<file path="src/rtl/shift_rr_sched_pkg.sv">
// rtl/shift_rr_sched_pkg.sv - shared state type and width helper for shift_rr_sched
package shift_rr_sched_pkg;

    typedef enum logic {
        IDLE  = 1'b0,
        SHIFT = 1'b1
    } state_e;

    // Index width for a requester id; never narrower than one bit.
    function automatic int gid_width(input int num_req);
        return (num_req <= 2) ? 1 : $clog2(num_req);
    endfunction

endpackage

</file>
<file path="src/rtl/shift_rr_sched_rr_arbiter.sv">
// rtl/shift_rr_sched_rr_arbiter.sv - combinational round-robin arbiter for shift_rr_sched
module rr_arbiter
    import shift_rr_sched_pkg::*;
#(
    parameter  int NUM_REQ = 2,
    localparam int GW      = gid_width(NUM_REQ)
) (
    input  logic [NUM_REQ-1:0] i_req,
    input  logic [GW-1:0]      i_rr_ptr,
    output logic [NUM_REQ-1:0] o_grant,
    output logic [GW-1:0]      o_grant_idx,
    output logic               o_any
);

    // First requester at or after the pointer wins, wrapping past the top index.
    always_comb begin
        int            idx;
        logic [GW-1:0] idx_g;
        idx         = 0;
        idx_g       = '0;
        o_grant     = '0;
        o_grant_idx = '0;
        o_any       = 1'b0;
        for (int i = 0; i < NUM_REQ; i++) begin
            idx   = (int'(i_rr_ptr) + i) % NUM_REQ;
            idx_g = GW'(idx);
            if (!o_any && i_req[idx_g]) begin
                o_any          = 1'b1;
                o_grant[idx_g] = 1'b1;
                o_grant_idx    = idx_g;
            end
        end
    end

endmodule

</file>
<file path="src/rtl/shift_rr_sched.sv">
// rtl/shift_rr_sched.sv - round-robin shared serializer; SHIFT_RR_SCHED_PARITY_EN appends even parity
module shift_rr_sched
    import shift_rr_sched_pkg::*;
#(
    parameter  int DATA_WIDTH = 4,
    parameter  int NUM_REQ    = 2,
    localparam int GW         = gid_width(NUM_REQ)
) (
    input  logic                               i_clk,
    input  logic                               i_reset_n_async,
    input  logic [NUM_REQ-1:0]                 i_req_valid,
    output logic [NUM_REQ-1:0]                 o_req_ready,
    input  logic [NUM_REQ-1:0][DATA_WIDTH-1:0] i_req_data,
    input  logic [NUM_REQ-1:0]                 i_req_msb_first,
    output logic                               o_ser_valid,
    output logic                               o_ser_bit,
    output logic                               o_ser_last,
    input  logic                               i_ser_ready,
    output logic [GW-1:0]                      o_grant_id,
    output logic                               o_busy
);

`ifdef SHIFT_RR_SCHED_PARITY_EN
    localparam int NBITS = DATA_WIDTH + 1;
`else
    localparam int NBITS = DATA_WIDTH;
`endif
    localparam int CW = $clog2(NBITS + 1);

    state_e                state_q, state_d;
    logic [GW-1:0]         rr_ptr_q, rr_ptr_d;
    logic [GW-1:0]         grant_id_q, grant_id_d;
    logic [DATA_WIDTH-1:0] shreg_q, shreg_d;
    logic                  msb_first_q, msb_first_d;
    logic [CW-1:0]         bit_cnt_q, bit_cnt_d;
`ifdef SHIFT_RR_SCHED_PARITY_EN
    logic                  parity_q, parity_d;
`endif

    logic [NUM_REQ-1:0]    arb_grant;
    logic [GW-1:0]         arb_idx;
    logic                  arb_any;
    logic                  data_bit;
    logic                  last_bit;

    rr_arbiter #(
        .NUM_REQ (NUM_REQ)
    ) u_arb (
        .i_req       (i_req_valid),
        .i_rr_ptr    (rr_ptr_q),
        .o_grant     (arb_grant),
        .o_grant_idx (arb_idx),
        .o_any       (arb_any)
    );

    assign data_bit   = msb_first_q ? shreg_q[DATA_WIDTH-1] : shreg_q[0];
    assign last_bit   = (bit_cnt_q == '0);
    assign o_grant_id = grant_id_q;
    assign o_busy     = (state_q == SHIFT);

    // Next-state and handshake outputs: grant in IDLE, emit one bit per accepted cycle in SHIFT.
    always_comb begin
        state_d     = state_q;
        rr_ptr_d    = rr_ptr_q;
        grant_id_d  = grant_id_q;
        shreg_d     = shreg_q;
        msb_first_d = msb_first_q;
        bit_cnt_d   = bit_cnt_q;
`ifdef SHIFT_RR_SCHED_PARITY_EN
        parity_d    = parity_q;
`endif
        o_req_ready = '0;
        o_ser_valid = 1'b0;
        o_ser_bit   = 1'b0;
        o_ser_last  = 1'b0;
        case (state_q)
            IDLE: begin
                // Ready is gated by the raw reset so no requester sees an accept while held in reset.
                if (i_reset_n_async) begin
                    o_req_ready = arb_grant;
                end
                if (arb_any) begin
                    state_d     = SHIFT;
                    shreg_d     = i_req_data[arb_idx];
                    msb_first_d = i_req_msb_first[arb_idx];
                    bit_cnt_d   = CW'(NBITS - 1);
                    grant_id_d  = arb_idx;
                    rr_ptr_d    = (arb_idx == GW'(NUM_REQ - 1)) ? '0 : arb_idx + GW'(1);
`ifdef SHIFT_RR_SCHED_PARITY_EN
                    parity_d    = ^i_req_data[arb_idx];
`endif
                end
            end
            SHIFT: begin
                o_ser_valid = 1'b1;
                o_ser_last  = last_bit;
`ifdef SHIFT_RR_SCHED_PARITY_EN
                o_ser_bit   = last_bit ? parity_q : data_bit;
`else
                o_ser_bit   = data_bit;
`endif
                if (i_ser_ready) begin
                    if (last_bit) begin
                        state_d = IDLE;
                    end else begin
                        shreg_d   = msb_first_q ? (shreg_q << 1) : (shreg_q >> 1);
                        bit_cnt_d = bit_cnt_q - CW'(1);
                    end
                end
            end
            default: state_d = IDLE;
        endcase
    end

    // State registers; an asserted reset abandons any word in flight.
    always_ff @(posedge i_clk or negedge i_reset_n_async) begin
        if (!i_reset_n_async) begin
            state_q     <= IDLE;
            rr_ptr_q    <= '0;
            grant_id_q  <= '0;
            shreg_q     <= '0;
            msb_first_q <= 1'b0;
            bit_cnt_q   <= '0;
`ifdef SHIFT_RR_SCHED_PARITY_EN
            parity_q    <= 1'b0;
`endif
        end else begin
            state_q     <= state_d;
            rr_ptr_q    <= rr_ptr_d;
            grant_id_q  <= grant_id_d;
            shreg_q     <= shreg_d;
            msb_first_q <= msb_first_d;
            bit_cnt_q   <= bit_cnt_d;
`ifdef SHIFT_RR_SCHED_PARITY_EN
            parity_q    <= parity_d;
`endif
        end
    end

endmodule

</file>
<file path="config.mk">
export PLATFORM = sky130hd
export DESIGN_NAME = shift_rr_sched
export DESIGN_NICKNAME = d
export VERILOG_FILES = /design/src/rtl/shift_rr_sched_pkg.sv /design/src/rtl/shift_rr_sched_rr_arbiter.sv /design/src/rtl/shift_rr_sched.sv
export SDC_FILE = /design/constraint.sdc
export NUM_CORES = 1
export LEC_CHECK = 0
export ABC_CLOCK_PERIOD_IN_PS = 3200
export BUFFER_PORTS_ARGS = -buffer_cell sky130_fd_sc_hd__buf_2
export CORE_UTILIZATION = 50
export CTS_BUF_LIST = sky130_fd_sc_hd__clkbuf_4 sky130_fd_sc_hd__clkbuf_8
export DETAILED_ROUTE_END_ITERATION = 8
export PLACE_DENSITY = 0.89
export SLEW_MARGIN = 20
export SYNTH_ARGS = -nofsm -noshare
export SYNTH_HDL_FRONTEND = slang
export SYNTH_HIERARCHICAL = 1
export SYNTH_SLANG_ARGS = --single-unit
</file>
<file path="constraint.sdc">
create_clock -name i_clk -period 3.2 [get_ports i_clk]
set_input_delay 0.32 -clock i_clk [delete_from_list [all_inputs] [get_ports i_clk]]
set_output_delay 0.32 -clock i_clk [all_outputs]
set_load 0.1 [all_outputs]
</file>
; ---- Yosys cells after proc, flatten, opt, wreduce, memory -nomap -nowiden
; Cells that the tools add are included.
[word_totals]
regBits = 11
elab_cells = 64
output_inout_bits = 7
[classes]
n_eq_ne = 3
bitwise_logic = 2
n_mux = 38
addsub = 3
order_cmp = 5
reduce_logical = 7
[ops]
columns = op, n
row1 = $mux 4, 6
row2 = $mux 1, 20
row3 = $mux 3, 3
row4 = $mux 2, 4
row5 = $pmux 4 s2, 1
row6 = $lt 1x2->1 const B, 3
row7 = $ne 2x2->1 const B, 3
row8 = $pmux 3 s2, 1
row9 = $logic_and 1x1->1, 3
row10 = $logic_not 3->1, 1
row11 = $reduce_and 3->1, 1
row12 = $sub 3x1->3 const B, 1
row13 = $add 1x1->1 const B, 2
row14 = $demux 1 s1, 2
row15 = $ge 1x1->1 const B, 2
row16 = $or 2x2->2, 1
row17 = $pmux 1 s2, 1
row18 = $reduce_and 2->1, 1
row19 = $logic_not 1->1, 1
row20 = $not 1->1, 1

; ---- Logic depth before layout (Yosys ltp)
; Gate-level depths: netlist of run 1.
[depth]
word_depth = 10
depth_mapped = 7
ltp_nobuf = 6

; ---- Cells and area by module
; Netlist of run 1, hierarchy kept.
[modules_own_cells]
columns = module, area_per_inst_um2, cells_each, seq_area_each_um2, n_inst
row1 = shift_rr_sched, 654.4, 61, 275.3, 1
row2 = rr_arbiter, 32.5, 5, 0.0, 1

; ---- Worst setup path before layout of run 1
; Ideal clock, no wire load.
[synth_path]
path_type = register to output
startpoint = reg state_q, in the netlist o_busy
endpoint = out o_ser_bit
path_stages_with_launch = 2
slack_ns = 0.401
t_required_ns = 2.880
n_path_buf = 0
arrival_time_ns = 2.479
path_cell_list = dfrtp_1 nor2b_1
[synth_via]
elab_chain_cells = 1
[synth_rtl]
columns = element, line
row1 = "start, declared", shift_rr_sched.sv:30  ; state_e state_q, state_d;
row2 = "start signal, assigned", shift_rr_sched.sv:128  ; state_q <= state_d;
row3 = $mux 1, shift_rr_sched.sv:76  ; case (state_q)
row4 = "end, declared", shift_rr_sched.sv:16  ; output logic o_ser_bit,
; No other way between the ends.

; ---- Worst setup path after layout of run 1
[layout_path]
startpoint = in i_reset_n_async
endpoint = out o_req_ready[0]
[layout_via]
elab_chain_cells = 2
[layout_rtl]
columns = element, line
row1 = "start, declared", shift_rr_sched.sv:10  ; input logic i_reset_n_async,
row2 = $mux 2, shift_rr_sched.sv:79  ; if (i_reset_n_async) begin
row3 = $mux 2, shift_rr_sched.sv:76
row4 = "end, declared", shift_rr_sched.sv:12  ; output logic [NUM_REQ-1:0] o_req_ready,
; No other way between the ends.

==> results by group, run 1 <==
Critical path
  – Crit path DAT: 1.77 ns
  – Setup CP Type: input port to output port
  – Critical Path RT: roughly 2.9 ns
  – R2R setup slack: roughly 1.5 ns
  – Register-to-Register Path Depth: 6
  – Critical Path Sink Type: output port
  – Crit path from: i_reset_n_async
  – RR Startpoint: bit_cnt_q[0]
  – Worst-path fanout max: 13
  – Critical path startpoint category: input port
  – Worst R2R End: shreg_q[0]

STA
  – Setup TNS: 0 ns
  – Least-Margin Pin Slew: between 0.4 and 0.5 ns
  – Clock skew: 0.006256 ns
  – Tmin final: between 2 and 2.5 ns
  – Final Cycle Share: 0.6537
  – Peak Freq: 0.4780 GHz
  – Setup violators final: 0
  – Slew headroom: 0.6796
  – Final Hold Viols: 0
  – Max-slew violations: 0
  – RSZ-0062 raised after global routing: false
  – Worst hold margin: around 0.25 ns

Global routing
  – Met3 usage: 0.03468
  – Antenna violations before repair: 0
  – GR Util All Layers: 0.1877
  – Met1 Use GR: 0.2094
  – Grt peak-use layer: met2
  – Vias in the first global route: between 500 and 600
  – Final global-route overflow total: 0
  – Global-route wire length before repair: around 1900 µm
  – GRT met2 Usage: 0.3375
  – Pin count of the biggest net entering global routing: 15

Synth
  – Part of the Yosys area used for sequential elements: 0.4007
  – Ys Warns: 6
  – Cells after synthesis: 66
  – Syn Area/Cell: approximately 10 µm²
  – Mapped Area: approximately 690 µm²
  – Syn Nets: 83
  – FF+latch count, synth: 11
  – Synth unique cells: 28

Drt
  – DRT Wirelength: 1242 µm
  – WL per Instance: about 12 µm
  – Remaining routing DRC violations: 0
  – Vias per std cell: around 5.5
  – Starting DRT DRC Count: 4
  – Routed vias: roughly 560
  – Final antenna-violating net count: 0
  – Pre-antenna DRT Iters: 2

Power
  – Sw Ratio: 0.5062
  – Combinational power share: 0.541
  – Clk pwr share: 0.136
  – Pint: approximately 0.38 mW
  – Reg power frac: 0.323
  – Pwr Density: between 900 and 1000 mW/mm²
  – Leak: between 0.4 and 0.5 nW
  – P_sw: 0.3944 mW
  – Maximum vdd drop: 670.9 µV

Die
  – Die Height: slightly below 40 µm
  – Ports: 22
  – Starting Density: 0.5791
  – Row count: 12
  – Die footprint: about 0.0015 mm²
  – CORE AREA: between 0.001 and 0.0015 mm²
  – Die width: about 39 µm

Clock network
  – CTS sink cnt: 11
  – CTS root buf: clkbuf_4
  – Number of post-CTS setup repair buffers: 0
  – CTS H-tree depth: 1
  – CTS tree: yes
  – Total CTS buffers: 3
  – Worst-Skew Late Latency: ~0.27 ns
  – CTS max path bufs: 2
  – Register clock-pin slew on the reported worst setup and hold paths: 0.07 ns

Place
  – HPWL Detailed: 923.2 µm
  – RePlAce Congestion: 0.7800
  – Buffers on Ports: 21

Run status
  – Outcome: finished, final reports clean

Cells and area
  – Area grow syn2layout: 18.94%
  – Filler cells: 96
  – Commonest cells after routing, fill and taps aside: buf_2 (21), dfrtp_1 (11), mux2i_1 (8)
  – Share of cells above drive strength 1: 0.3864
  – Fin nets: ~110
  – N_diodes: 0
  – Commonest non-fill, non-tap cell in the layout: buf_2

Worst hold path
  – Beginning of the worst hold path: i_ser_ready
  – WHS Endpoint: o_busy
  – Hold Path Cell Cnt: 2
  – HP Class: input port to flop

Job
  – Max_cap viols: 0
-- layout make-up --
| type | instances | area [µm²] | share of cell area |
|---|---|---|---|
| clock buffer | 4 | 30.03 | 0.03675 |
| timing repair buffer | 23 | 122.6 | 0.1501 |
| inverter | 7 | 26.28 | 0.03216 |
| tap | 14 | 17.52 | 0.02144 |
| sequential | 11 | 275.3 | 0.3369 |
| multi-input combinational | 43 | 345.3 | 0.4227 |
-- Yosys cell counts --
cell | count | area share
a21boi_0 | 3 | 0.033
a21o_1 | 1 | 0.011
a21oi_1 | 2 | 0.015
a31oi_1 | 1 | 0.0091
and2_1 | 1 | 0.0091
and2_4 | 1 | 0.013
and3_1 | 1 | 0.0091
and3b_2 | 2 | 0.029
buf_2 | 2 | 0.015
buf_4 | 1 | 0.011
buf_6 | 2 | 0.033
dfrtp_1 | 11 | 0.40
ha_1 | 2 | 0.036
inv_1 | 7 | 0.038
mux2_2 | 1 | 0.016
mux2i_1 | 8 | 0.12
nand2_1 | 3 | 0.016
nand2b_4 | 1 | 0.020
nand3_1 | 3 | 0.022
nand3b_2 | 1 | 0.016
nor2_1 | 2 | 0.011
nor2b_1 | 1 | 0.0091
o211ai_1 | 1 | 0.011
o21ai_0 | 3 | 0.022
o221ai_1 | 1 | 0.013
o221ai_2 | 2 | 0.044
o32ai_1 | 1 | 0.013
or2_1 | 1 | 0.0091
-- worst max-delay path, stage by stage --
cell,delay (ns)
dlygate4sd3_1,0.53
buf_2,0.28
and3b_2,0.22
buf_2,0.41
-- layer usage --
layer | share of wire | vias up
met5 | 0 | -
met1 | 0.43 | 256
li1 | - | 277
met4 | 0.025 | 0
met2 | 0.50 | 19
met3 | 0.041 | 5
-- state kept, by name (all words and copies together), names as in the netlist --
register and flops:
msb_first_q 1, bit_cnt_q 3, shreg_q 4, rr_ptr_q 1, o_grant_id 1, o_busy 1
-- power by group through the flow --
stage / combinational, mW / sequential (mW) / clock (mW)
final: 0.421 / 0.252 / 0.106
after CTS: 0.425 / 0.251 / 0.107
after floorplan: 0.325 / 0.296 / 0
after global placement: 0.413 / 0.249 / 0
after global routing: 0.452 / 0.259 / 0.115
after detailed placement: 0.424 / 0.253 / 0
-- logic make-up after synthesis --
| logic type | count (synthesis) | synth area share |
|---|---|---|
| flops | 11 | 0.4007 |
| buf+inv | 12 | 0.09655 |
| mux | 9 | 0.1330 |
| simple gates | 17 | 0.1640 |
| compound gates | 15 | 0.1694 |
| fa+ha+maj | 2 | 0.03642 |
-- what timing repair did --
action                                 CTS  global route
resized for setup                        0             0
endpoints found under the hold margin   11             0
hold buffers                             1             0
-- how the worst max path moves through the flow --
| stage | endpoint | depth (start not counted) |
|---|---|---|
| floorplan | o_ser_bit | 1 |
| global placement | shreg_q[0] | 6 |
| detailed placement | shreg_q[0] | 6 |
| CTS | o_req_ready[0] | 4 |
| global route | o_req_ready[0] | 4 |
| finish | o_req_ready[0] | 4 |
-- metrics by stage --
stage / total power [mW] / instances / setup slack (ns) / area [µm²] / utilization
after floorplan: 0.6213 / 66 / 0.4011 / 686.9 / -
final: 0.7791 / 102 / 1.108 / 817.0 / 0.6888
after global routing: 0.8257 / 102 / 1.005 / 817.0 / 0.6888
after global placement: 0.6619 / 97 / 1.589 / 777.0 / 0.6551
after CTS: 0.7837 / 102 / 1.111 / 817.0 / 0.6888
after detailed placement: 0.6768 / 97 / 1.541 / 777.0 / 0.6551
Note: power is estimated with default switching activity, not from simulation.
==> inputs of run 2 (changes only) <==
Settings changed: ABC_CLOCK_PERIOD_IN_PS 3200 to 2000.
Clock period 3.2 ns to 2 ns, I/O delays scaled along.
==> run 2 against run 1 <==
Compared with the run above:
- register-to-register slack got worse by 1.2 ns
- sequential power increased by 59%
- sequential share of layout area decreased by 0.36 points
- largest power group unchanged
- critical path type unchanged
- first-iteration DRC count increased to 2.5 times the previous value
- count of clock-buffer cells in the layout unchanged
- setup slack got worse by 0.93 ns
- non-clock buffer count unchanged
- cell count unchanged
- cell area increased by 1.1%
- highest routed layer unchanged
- combinational power increased by 66%
- core utilization increased by 0.74 points
- clock power increased by 57%
==> results by group, run 2 (synthesized netlist as in run 1, its figures left out) <==
Clock network
  – Number of post-CTS setup repair buffers: 0
  – CTS tree: yes
  – Worst-Skew Late Latency: about 0.26 ns
  – CTS root buf: clkbuf_4
  – Post-cts repair resize count: 0
  – Total CTS buffers: 3
  – CTS sink cnt: 11
  – CTS Hold Buffers Added: 1
  – CTS H-tree depth: 1
  – Register clock-pin slew on the reported worst setup and hold paths: 0.07 ns
  – CTS max path bufs: 2

Critical path
  – Register-to-Register Path Depth: 6
  – Critical path startpoint category: input port
  – Worst-path fanout max: 13
  – Critical Path Sink Type: output port
  – Critical Path RT: around 1.8 ns
  – RR Startpoint: bit_cnt_q[0]
  – R2R setup slack: approximately 0.33 ns
  – Crit path DAT: 1.63 ns
  – Setup CP Type: input port to output port
  – Worst R2R End: shreg_q[0]

Drt
  – DRT Wirelength: between 1000 and 1500 µm
  – Met1 Wirelength: just over 600 µm
  – Met2 WL post-DR: between 600 and 700 µm
  – Routed vias: 540
  – Pre-antenna DRT Iters: 4
  – Final antenna-violating net count: 0
  – WL per Instance: approximately 13 µm
  – Highest metal used: met4
  – Vias per std cell: 5.294
  – Starting DRT DRC Count: 10
  – Remaining routing DRC violations: 0
  – Met3 WL: approximately 48 µm

Cells and area
  – Sequential cell area: 275.3 µm²
  – Filler cells: 90
  – Largest regs: shreg_q (4), bit_cnt_q (3)
  – Commonest non-fill, non-tap cell in the layout: buf_2
  – Area grow syn2layout: 20.22%
  – Max FFs per register: 4
  – Design Area, Final: 825.8 µm²
  – Commonest cells after routing, fill and taps aside: buf_2 (21), dfrtp_1 (11), mux2i_1 (8)
  – Top reg by flops: shreg_q
  – Fin nets: 106
  – Multi-input gate area in the final layout: roughly 350 µm²
  – N_diodes: 0
  – Share of cells above drive strength 1: 0.4091

Worst hold path
  – WHS Endpoint: o_busy
  – HP Class: input port to flop
  – Beginning of the worst hold path: i_ser_ready
  – Hold Path Cell Cnt: 2

Die
  – Starting Density: 0.5791
  – Ports: 22
  – Die Height: ~39 µm
  – Row count: 12
  – Die footprint: about 0.0015 mm²
  – Die width: 39.07 µm
  – CORE AREA: ~0.0012 mm²

Power
  – Total power: 1.267 mW
  – Pwr Density: ~1500 mW/mm²
  – Leak: 0.4495 nW
  – Maximum vdd drop: 942.0 µV

Place
  – Buffers on Ports: 21
  – RePlAce Congestion: about 0.79
  – Placed inst area: between 700 and 800 µm²
  – Worst Setup Slack post-DPL: between 0.3 and 0.4 ns
  – HPWL Detailed: between 1000 and 1500 µm

Global routing
  – Antenna violations before repair: 0
  – Pin count of the biggest net entering global routing: 15
  – Final global-route overflow total: 0
  – Global-route wire length before repair: between 2000 and 2500 µm
  – GR Util All Layers: 0.2189
  – Vias in the first global route: roughly 490

STA
  – Setup TNS: 0 ns
  – Least-Margin Pin Slew: around 0.48 ns
  – Setup violators final: 0
  – Setup ws final: approximately 0.17 ns
  – Clock skew: 0.0007041 ns
  – Worst hold margin: 0.1381 ns
  – RSZ-0062 raised after global routing: false
  – Tmin final: 1.827 ns
  – Peak Freq: approximately 0.55 GHz
  – Slew headroom: 0.6792
  – Max-slew violations: 0
  – Final Cycle Share: 0.9133
  – Final Hold Viols: 0

Run status
  – Outcome: finished, final reports clean

Job
  – Max_cap viols: 0
run 2: how the worst max path moves through the flow:
stage                     from             end  slack [ns]
3_3_place_gp      bit_cnt_q[0]      shreg_q[0]        0.38
4_1_cts        i_reset_n_async  o_req_ready[1]        0.14
3_5_place_dp      bit_cnt_q[0]      shreg_q[0]        0.34
2_1_floorplan           o_busy       o_ser_bit        0.08
5_1_grt        i_reset_n_async  o_req_ready[0]        0.06
6_report       i_reset_n_async  o_req_ready[1]        0.17
run 2: final cells by class:
type	count	area share
clock buffers	4	0.03636
multi-input cells	43	0.4288
inverters	7	0.03182
flip-flops and latches	11	0.3333
well taps	14	0.02121
repair buffers	23	0.1485
run 2: power breakdown:
part	leakage (nW)	internal, mW	total [mW]	switching [mW]
Clock	0.0184	0.0907	0.166	0.0758
Sequential	0.134	0.320	0.401	0.0811
Combinational	0.297	0.217	0.700	0.483
run 2: stage by stage:
step / std cells / util
3_5_place_dp: 97 / 0.6624
2_1_floorplan: 66 / -
5_1_grt: 102 / 0.6962
3_3_place_gp: 97 / 0.6624
6_report: 102 / 0.6962
4_1_cts: 102 / 0.6962
run 2: critical path, cell delays in order:
cell and delay [ns]:
dlygate4sd3_1 0.52, buf_2 0.27, and3b_2 0.22, buf_2 0.41
run 2: metal layers:
metal | vias to the layer above | GRT usage
met4 | 0 | 0.1293
li1 | 276 | -
met3 | 2 | 0.05202
met1 | 247 | 0.2482
met2 | 15 | 0.3667
met5 | - | 0
